==> config.mk <==
export PLATFORM = sky130hd
export DESIGN_NAME = dcs_feeder_flat
export DESIGN_NICKNAME = d
export VERILOG_FILES = /design/src/rtl/dcs_pkg.sv /design/src/rtl/dcs_feeder_if.sv /design/src/rtl/dcs_frame_buf.sv /design/src/rtl/dcs_feeder.sv /design/src/flat_wrapper.sv
export SDC_FILE = /design/constraint.sdc
export NUM_CORES = 2
export LEC_CHECK = 0
export CORE_MARGIN = 5
export CORE_UTILIZATION = 29
export DETAILED_ROUTE_END_ITERATION = 8
export MAX_ROUTING_LAYER = met4
export PLACE_DENSITY = 0.41
export SLEW_MARGIN = 10
export SYNTH_ARGS = -nofsm -noshare
export SYNTH_HDL_FRONTEND = slang
export SYNTH_HIERARCHICAL = 1
export SYNTH_SLANG_ARGS = --single-unit
==> constraint.sdc <==
create_clock -name clk -period 3.5 [get_ports clk]
set_input_delay 0.7 -clock clk [delete_from_list [all_inputs] [get_ports clk]]
set_output_delay 0.7 -clock clk [all_outputs]
set_load 0.02 [all_outputs]
==> src/rtl/dcs_pkg.sv <==
// Shared constants and types for the DCSformer feeder slice.
package dcs_pkg;

   localparam int unsigned ROWS        = 8;
   localparam int unsigned COLS        = 16;
   localparam int unsigned NW          = 8;
   localparam int unsigned DW          = 8;
   localparam int unsigned MAT_BYTES   = ROWS * COLS;
   localparam int unsigned FRAME_BYTES = MAT_BYTES + NW;
   localparam int unsigned IDX_W       = $clog2(FRAME_BYTES);
   localparam int unsigned RD_W        = $clog2(MAT_BYTES);

   typedef logic [DW-1:0]    byte_t;
   typedef logic [IDX_W-1:0] idx_t;

   typedef enum logic [2:0] {
      LOAD,
      SEND_I,
      WAIT_W,
      SEND_W,
      WAIT_OUT
   } feeder_state_t;

endpackage

==> src/rtl/dcs_feeder_if.sv <==
// Host byte stream, core handshake and status signals of the feeder.
interface dcs_feeder_if;
   import dcs_pkg::*;

   logic  h_valid;
   byte_t h_data;
   logic  h_ready;
   logic  i_valid;
   byte_t i_data;
   logic  w_ready;
   logic  w_valid;
   byte_t w_data;
   logic  o_valid;
   logic  busy;
   logic  frame_done;
   logic  err;

   modport master (
      input  h_valid, h_data, w_ready, o_valid,
      output h_ready, i_valid, i_data, w_valid, w_data, busy, frame_done, err
   );

   modport slave (
      output h_valid, h_data, w_ready, o_valid,
      input  h_ready, i_valid, i_data, w_valid, w_data, busy, frame_done, err
   );

endinterface

==> src/rtl/dcs_frame_buf.sv <==
// 136-byte frame store: one write port, one registered read port, no reset.
module dcs_frame_buf
   import dcs_pkg::*;
(
   input  logic  clk,
   input  logic  we,
   input  idx_t  wr_idx,
   input  byte_t wr_data,
   input  idx_t  rd_idx,
   output byte_t rd_data
);

   byte_t mem [FRAME_BYTES];

   always_ff @(posedge clk) begin
      if (we) begin
         mem[wr_idx] <= wr_data;
      end
      rd_data <= mem[rd_idx];
   end

endmodule

==> src/rtl/dcs_feeder.sv <==
// Buffers one host frame and replays it into the DCSformer core with its burst timing.
module dcs_feeder
   import dcs_pkg::*;
#(
   parameter int unsigned W_TIMEOUT = 64
) (
   input logic          clk,
   input logic          rst,
   dcs_feeder_if.master bus
);

   localparam int unsigned TW = $clog2(W_TIMEOUT);
   localparam int unsigned OW = $clog2(NW);

   feeder_state_t   state, state_n;
   idx_t            wr_idx, wr_idx_n, rd_addr;
   logic [RD_W-1:0] rd_idx, rd_idx_n;
   logic [TW-1:0]   t_cnt, t_cnt_n;
   logic [OW-1:0]   out_cnt, out_cnt_n;
   logic            i_valid_n, w_valid_n, frame_done_n, err_n;
   byte_t           i_data_n, w_data_n, rd_data;
   logic            h_ready, accept;

   assign h_ready     = (state == LOAD) && !rst;
   assign accept      = h_ready && bus.h_valid;
   assign bus.h_ready = h_ready;
   assign bus.busy    = (state != LOAD);

   dcs_frame_buf u_buf (
      .clk     (clk),
      .we      (accept),
      .wr_idx  (wr_idx),
      .wr_data (bus.h_data),
      .rd_idx  (rd_addr),
      .rd_data (rd_data)
   );

   // rd_data always holds the byte after the one being driven, so rd_addr
   // runs two ahead of rd_idx and is parked on the next burst's first byte.
   always_comb begin
      state_n      = state;
      wr_idx_n     = wr_idx;
      rd_idx_n     = rd_idx;
      t_cnt_n      = t_cnt;
      out_cnt_n    = out_cnt;
      i_valid_n    = 1'b0;
      i_data_n     = '0;
      w_valid_n    = 1'b0;
      w_data_n     = '0;
      frame_done_n = 1'b0;
      err_n        = bus.err;
      rd_addr      = '0;
      unique case (state)
         LOAD: begin
            if (accept) begin
               wr_idx_n = wr_idx + 1'b1;
               if (wr_idx == idx_t'(FRAME_BYTES - 1)) begin
                  wr_idx_n  = '0;
                  rd_idx_n  = '0;
                  rd_addr   = idx_t'(1);
                  i_valid_n = 1'b1;
                  i_data_n  = rd_data;
                  state_n   = SEND_I;
               end
            end
         end
         SEND_I: begin
            if (rd_idx == RD_W'(MAT_BYTES - 1)) begin
               rd_idx_n = '0;
               t_cnt_n  = '0;
               rd_addr  = idx_t'(MAT_BYTES);
               state_n  = WAIT_W;
            end else begin
               i_valid_n = 1'b1;
               i_data_n  = rd_data;
               rd_idx_n  = rd_idx + 1'b1;
               rd_addr   = idx_t'(rd_idx) + idx_t'(2);
            end
         end
         WAIT_W: begin
            if (bus.w_ready) begin
               w_valid_n = 1'b1;
               w_data_n  = rd_data;
               rd_idx_n  = '0;
               rd_addr   = idx_t'(MAT_BYTES + 1);
               state_n   = SEND_W;
            end else if (t_cnt == TW'(W_TIMEOUT - 1)) begin
               err_n   = 1'b1;
               state_n = LOAD;
            end else begin
               t_cnt_n = t_cnt + 1'b1;
               rd_addr = idx_t'(MAT_BYTES);
            end
         end
         SEND_W: begin
            if (rd_idx == RD_W'(NW - 1)) begin
               out_cnt_n = '0;
               state_n   = WAIT_OUT;
            end else begin
               w_valid_n = 1'b1;
               w_data_n  = rd_data;
               rd_idx_n  = rd_idx + 1'b1;
               if (rd_idx < RD_W'(NW - 2)) begin
                  rd_addr = idx_t'(MAT_BYTES + 2) + idx_t'(rd_idx);
               end
            end
         end
         WAIT_OUT: begin
            if (bus.o_valid) begin
               if (out_cnt == OW'(NW - 1)) begin
                  out_cnt_n    = '0;
                  frame_done_n = 1'b1;
                  state_n      = LOAD;
               end else begin
                  out_cnt_n = out_cnt + 1'b1;
               end
            end
         end
         default: state_n = LOAD;
      endcase
   end

   always_ff @(posedge clk) begin
      if (rst) begin
         state          <= LOAD;
         wr_idx         <= '0;
         rd_idx         <= '0;
         t_cnt          <= '0;
         out_cnt        <= '0;
         bus.i_valid    <= 1'b0;
         bus.i_data     <= '0;
         bus.w_valid    <= 1'b0;
         bus.w_data     <= '0;
         bus.frame_done <= 1'b0;
         bus.err        <= 1'b0;
      end else begin
         state          <= state_n;
         wr_idx         <= wr_idx_n;
         rd_idx         <= rd_idx_n;
         t_cnt          <= t_cnt_n;
         out_cnt        <= out_cnt_n;
         bus.i_valid    <= i_valid_n;
         bus.i_data     <= i_data_n;
         bus.w_valid    <= w_valid_n;
         bus.w_data     <= w_data_n;
         bus.frame_done <= frame_done_n;
         bus.err        <= err_n;
      end
   end

endmodule

==> src/flat_wrapper.sv <==
// flat-port wrapper written by rule: the top's interface ports become plain ports
module dcs_feeder_flat import dcs_pkg::*;
#(
   parameter int unsigned W_TIMEOUT = 64
)
  (clk, rst, bus_h_valid, bus_h_data, bus_w_ready, bus_o_valid, bus_h_ready, bus_i_valid, bus_i_data, bus_w_valid, bus_w_data, bus_busy, bus_frame_done, bus_err);
  dcs_feeder_if bus_i ();
  input logic clk;
  input logic rst;
  input wire logic [$bits(bus_i.h_valid)-1:0] bus_h_valid;
  input wire logic [$bits(bus_i.h_data)-1:0] bus_h_data;
  input wire logic [$bits(bus_i.w_ready)-1:0] bus_w_ready;
  input wire logic [$bits(bus_i.o_valid)-1:0] bus_o_valid;
  output wire logic [$bits(bus_i.h_ready)-1:0] bus_h_ready;
  output wire logic [$bits(bus_i.i_valid)-1:0] bus_i_valid;
  output wire logic [$bits(bus_i.i_data)-1:0] bus_i_data;
  output wire logic [$bits(bus_i.w_valid)-1:0] bus_w_valid;
  output wire logic [$bits(bus_i.w_data)-1:0] bus_w_data;
  output wire logic [$bits(bus_i.busy)-1:0] bus_busy;
  output wire logic [$bits(bus_i.frame_done)-1:0] bus_frame_done;
  output wire logic [$bits(bus_i.err)-1:0] bus_err;
  assign bus_i.h_valid = bus_h_valid;
  assign bus_i.h_data = bus_h_data;
  assign bus_i.w_ready = bus_w_ready;
  assign bus_i.o_valid = bus_o_valid;
  assign bus_h_ready = bus_i.h_ready;
  assign bus_i_valid = bus_i.i_valid;
  assign bus_i_data = bus_i.i_data;
  assign bus_w_valid = bus_i.w_valid;
  assign bus_w_data = bus_i.w_data;
  assign bus_busy = bus_i.busy;
  assign bus_frame_done = bus_i.frame_done;
  assign bus_err = bus_i.err;
  dcs_feeder #(.W_TIMEOUT(W_TIMEOUT)) u_core (.clk(clk), .rst(rst), .bus(bus_i));
endmodule
# == Word-level counts from Yosys, hierarchy flattened ==
# Memory sizes are Yosys's and may differ from the RTL's. A register that Yosys moved wholly into a read port is not among the register bits.
# Index checks and enable logic that the tools add are counted.
# W data, S select, Z words.
# word_totals
ff_bits,47
ram_bits,1088
in_bits,13
out_inout_bits,22
word_cells,106
mem_count,1
# op_classes
n_addsub,6
magnitude_cmp,1
n_eq_ne,20
n_mux,49
n_bitwise,3
n_reduce_logical,15
# mem_list
memory,words,word_bits,rd,rd_clocked_by_memory_dff,write_ports,line_no,source
u_core.u_buf.mem,136,8,1,1,1,dcs_frame_buf.sv:13,byte_t mem [FRAME_BYTES];
# ops
operator,n
$mux W8,12
$mux W7,5
$mux W3,11
$pmux W8 S2,2
$pmux W8 S4,1
$pmux W7 S4,1
$mux W6,3
$pmux W3 S5,1
$ne A2 B2 Y1 const B,6
$pmux W6 S2,1
$mux W1,9
$add A7 B2 Y8 const B,1
$add A8 B1 Y8 const B,1
$add A8 B7 Y8 const A,1
$eq A8 B8 Y1 const B,1
$ne A2 B1 Y1 const B,4
$add A7 B1 Y7 const B,1
$eq A7 B3 Y1 const B,1
$eq A7 B7 Y1 const B,1
$lt A7 B3 Y1 const B,1
$reduce_and A7 Y1,1
$add A6 B1 Y6 const B,1
$eq A3 B2 Y1 const B,2
$eq A3 B3 Y1 const B,2
18 further kinds,24

# == Logic depth before layout (Yosys ltp) ==
# depth
ltp_word,5
mapped_depth,18
ltp_nobuf,12

# == Modules after synthesis ==
# Netlist, hierarchy kept.
# by_module_without_submodules
mod,n_inst,cells_each,area_per_inst_um2,seq_area_each_um2
dcs_frame_buf,1,2254,43356.6,32831.5
dcs_feeder,1,238,2157.1,940.9

# == Least setup slack after synthesis ==
# Ideal clock, no wire load.
# synth_timing
kind,reg-to-reg
from,register u_core.rd_idx[3]
to,register u_core.u_buf.rd_data[0] (read register of u_core.u_buf.mem)
setup_time_ns,0.124
t_arrival_ns,3.481
path_slack_ns,-0.106
stages_incl_launch_ff,16
path_buffers,5
synth_period_minus_slack_ns,3.606
path_cell_list,dfxtp_1 buf_6 or4_4 or3b_2 o21ai_0 nand2_1 o211ai_1 buf_6 buf_12 buf_12 buf_6 mux4_2 a22oi_1 o211ai_1 nor4_1 nor3_1
# synth_between
elab_chain_cells,4
elab_cells_between_ends,9
classes_between,add/sub: 2; order compare: 1; eq/ne: 2; mux: 4
# synth_lines
element,line_no,source
from (decl),dcs_feeder.sv:17,"logic [RD_W-1:0] rd_idx, rd_idx_n;"
from (signal assigned),dcs_feeder.sv:139,rd_idx <= rd_idx_n;
$lt A7 B3 Y1,dcs_feeder.sv:103,if (rd_idx < RD_W'(NW - 2)) begin
$mux W8,dcs_feeder.sv:103,
$mux W8,dcs_feeder.sv:96,if (rd_idx == RD_W'(NW - 1)) begin
$pmux W8 S4 *,dcs_feeder.sv:53,unique case (state)
via u_core.rd_addr[0],dcs_feeder.sv:16,"idx_t wr_idx, wr_idx_n, rd_addr;"
to (decl),dcs_frame_buf.sv:10,output byte_t rd_data
# Mark *: on every way through the listed nets, which the timed path passes. The rest lies on a longest branch.
# A chain may end at the register's enable or synchronous reset.

# == Worst setup path after layout ==
# layout_timing
from,register u_core.rd_idx[6]
to,register u_core.u_buf.rd_data[5] (read register of u_core.u_buf.mem)
# The elaborated chain is that of the path after synthesis.

==> impl_metrics.py <==
metrics = {
    "status": {
        "status": "complete, but fails checks",
        "failed_checks": "negative setup slack",
    },
    "sta": {
        "drv_slew": 0,
        "fin_skew_ps": 23.03,
        "min_period_ps": 3918,
        "hold_violations": 0,
        "fin_crit_sh": 1.119,
        "rsz0062_at_grt": "true",
        "final.setup.worst_slack_ps": -418.1,
        "tightestPinTransition_ps": 928.6,
        "finalSetupViolations": 8,
        "relSlewSlack": 0.3794,
        "max_freq_ghz": 0.2552,
        "fin_tns_setup_ps": -3020,
    },
    "worst_setup_path": {
        "endpoint_kind": "flip-flop",
        "path_max_fanout": 12,
        "arrival_ps": 4560,
        "critical_path_class": "flip-flop to flip-flop",
        "worst_ep_required_time_ps": 4150,
        "critPathLaunchType": "flip-flop",
    },
    "placement": {
        "gp_congestion": 0.8245,
        "portBuffers": 34,
        "dpl.hpwl_mm": 93.91,
    },
    "logic_synthesis": {
        "synthMuxAreaShare": 0.1333,
        "synth_compound_area_frac": 0.04660,
        "yosysMostFrequentCell": "edfxtp_1",
        "synthArstFlopShare": 0,
        "post_synth.cell_area_avg_sq_um": 18.26,
        "synthAdderAreaFrac": 0.001649,
        "ys_warn_count": 6,
        "syn_nets": 2511,
        "yosys.area_share.simple": 0.05058,
        "synth_flop_cell": "edfxtp_1",
        "yosysSeqAreaShare": 0.7420,
        "syn_area_sq_um": 45510,
        "netlist_instances": 2492,
        "synth_top_family_by_area": "multiplexers",
        "synth_area_leaders": "edfxtp_1 (72%), mux2i_1 (6.4%), mux4_2 (5.8%)",
        "synth_common_cells": "edfxtp_1 (1088), mux2i_1 (290), nor2_1 (187), mux4_2 (117), nand2_1 (76)",
        "synth_top_area_frac": 0.7178,
        "ys_seq_elements": 1143,
        "synth_edf_count": 1088,
        "synth_cell_type_count": 79,
        "yosysTopAreaCell": "edfxtp_1",
        "synth_xor_area_frac": 0.002694,
    },
    "detailed_routing": {
        "wl_mm": 139.3,
        "avgViaCountPerCell": 4.864,
        "dr.pass1.iters": 5,
        "drt_iter0_drc": 1818,
        "postRouteAntennaNets": 0,
        "wl_per_cell_microns": 26.78,
        "vias": 25296,
        "drc_errors": 0,
    },
    "clock_network": {
        "clkTransAtPathRegs_ps": 60,
        "clkLatencyLatePin_ps": 750,
        "cts_root_buffer": "clkbuf_16",
        "cts-buffers-inserted": 131,
        "cts_tree": "done",
        "cts_max_level": 4,
        "cts_max_path_buffers": 3,
        "clock-sinks": 1143,
    },
    "global_route": {
        "grt_max_degree": 137,
        "track_usage": 0.1733,
        "grt-ovfl-total": 0,
        "grt_first_pass_wirelength_mm": 197.2,
        "antenna_found_initial": 4,
        "grt_pass1_vias": 26135,
    },
    "floorplanning": {
        "coreArea_sq_um": 156200,
        "die_width_microns": 406.2,
        "ios": 35,
        "die_h_microns": 406.2,
        "dieArea_sq_um": 165000,
        "rows": 145,
        "initial_core_util": 0.2914,
    },
    "power": {
        "p_leak_uw": 0.01790,
        "ir_drop_mv": 0.4202,
        "power_frac_comb": 0.014,
        "seqPwrFrac": 0.528,
        "power.switching_uw": 5877,
        "p_int_uw": 22540,
        "total_power_uw": 28420,
        "swShare": 0.2068,
        "power.density_nw_per_um2": 501.6,
        "power_frac_clock": 0.458,
    },
    "hold_path": {
        "min_path_type": "input pin to flip-flop",
    },
    "flow_run": {
        "drv_cap": 0,
    },
    "layout": {
        "nNetsFinal": 3052,
        "syn2layout_area_growth_pct": 24.47,
        "drive_above_1_share": 0.2951,
    },
}
layer usage:
metal  routed length, microns  vias up  GRT usage  share of wire
met5                        0        -          -              0
met4                     2808        0    0.04059          0.020
met3                     5772      163    0.02855          0.041
met2                    68390      569     0.2844           0.49
met1                    62320    13374     0.2271           0.45
li1                         -    11190          -              -
cell type report:
cell class / count / area, sq um
inverter: 9 / 33.78
clock buffer: 168 / 3547
timing repair buffer: 542 / 4991
clock inverter: 73 / 519.2
fill: 14578 / 99560
antenna: 2 / 5.005
multi-input combinational: 1206 / 11200
sequential: 1143 / 33770
tap: 2058 / 2575
logic make-up (layout without fill, tap and decap cells):
group / Yosys count / after routing
compound gates: 286 / 286
xor+xnor: 14 / 14
fa+ha+maj: 6 / 6
buf+inv: 143 / 792
flops: 1143 / 1143
mux: 430 / 430
other cells: 0 / 2
simple gates: 470 / 470
placed cells by master (no fill, tap or decap), types with 21 or more instances in the layout:
| cell | instances |
|---|---|
| a21oi_1 | 35 |
| a22oi_1 | 59 |
| buf_12 | 47 |
| buf_4 | 434 |
| buf_6 | 21 |
| clkbuf_1 | 29 |
| clkbuf_16 | 136 |
| clkdlybuf4s50_1 | 26 |
| clkinv_1 | 27 |
| clkinv_2 | 27 |
| dfxtp_1 | 54 |
| edfxtp_1 | 1088 |
| mux2i_1 | 285 |
| mux4_2 | 119 |
| nand2_1 | 73 |
| nand3_1 | 54 |
| nor2_1 | 182 |
| nor2b_1 | 28 |
| o221ai_1 | 23 |
| o22ai_1 | 30 |
power groups by stage:
stage | clock [uW] | combinational, uW | sequential (uW)
floorplan | 0 | 56.7 | 15300
global placement | 0 | 398 | 15300
detailed placement | 0 | 410 | 15300
CTS | 13400 | 408 | 15000
global route | 14000 | 429 | 15000
finish | 13000 | 401 | 15000
worst paths after layout:
kind,startpoint,end,slack [ps],cells past startpoint
setup / recovery,u_core/rd_idx[6],u_core/u_buf/rd_data[5],-420,15
setup reg to reg,u_core/rd_idx[6],u_core/u_buf/rd_data[5],-420,15
hold reg to reg,u_core/out_cnt[1],u_core/out_cnt[1],470,2
hold / removal,bus_h_data[0],u_core/u_buf/mem[31][0],330,1
through the flow:
step / utilization / instance area, sq um / instances / setup slack (ps) / hold WS [ps]
CTS: 0.3610 / 56390 / 5185 / -431.3 / 293.6
detailed placement: 0.3290 / 51400 / 4904 / -1073 / 460.0
global route: 0.3627 / 56650 / 5201 / -583.9 / 302.4
floorplan: - / 45540 / 2492 / 0.9492 / 420.9
global placement: 0.3289 / 51380 / 4903 / -987.7 / 440.9
finish: 0.3627 / 56650 / 5201 / -418.1 / 333.9
registers in the layout, summed over array words and instances, names as in the netlist, 6 cells and up:
register and count:
u_core/u_buf/rd_data 8, u_core/bus.w_data 8, u_core/t_cnt 6, u_core/u_buf/mem 1088, u_core/rd_idx 7, u_core/bus.i_data 8
u_core/wr_idx 8
critical path, stage by stage (launching register included):
cell and delay, ps:
dfxtp_2 320, or4_4 550, or3b_4 400, o21ai_4 70, nand2_2 90, o211ai_1 180
buf_4 180, buf_12 180, buf_12 180, buf_4 170, mux2i_1 110, o221ai_2 230
a31oi_1 180, a221oi_4 330, o211ai_1 300, a211oi_1 300
repair_timing:
action / 4_1_cts / 5_1_grt
setup buffers: 39 / 15
gates cloned: 3 / 0
gates resized for setup: 109 / 30
pin swaps: 34 / 25
setup endpoints to repair: 8 / 8
endpoints found under the hold margin: 0 / 0
hold buffers: 0 / 0
No activity file was read; power rests on OpenSTA's default activity.
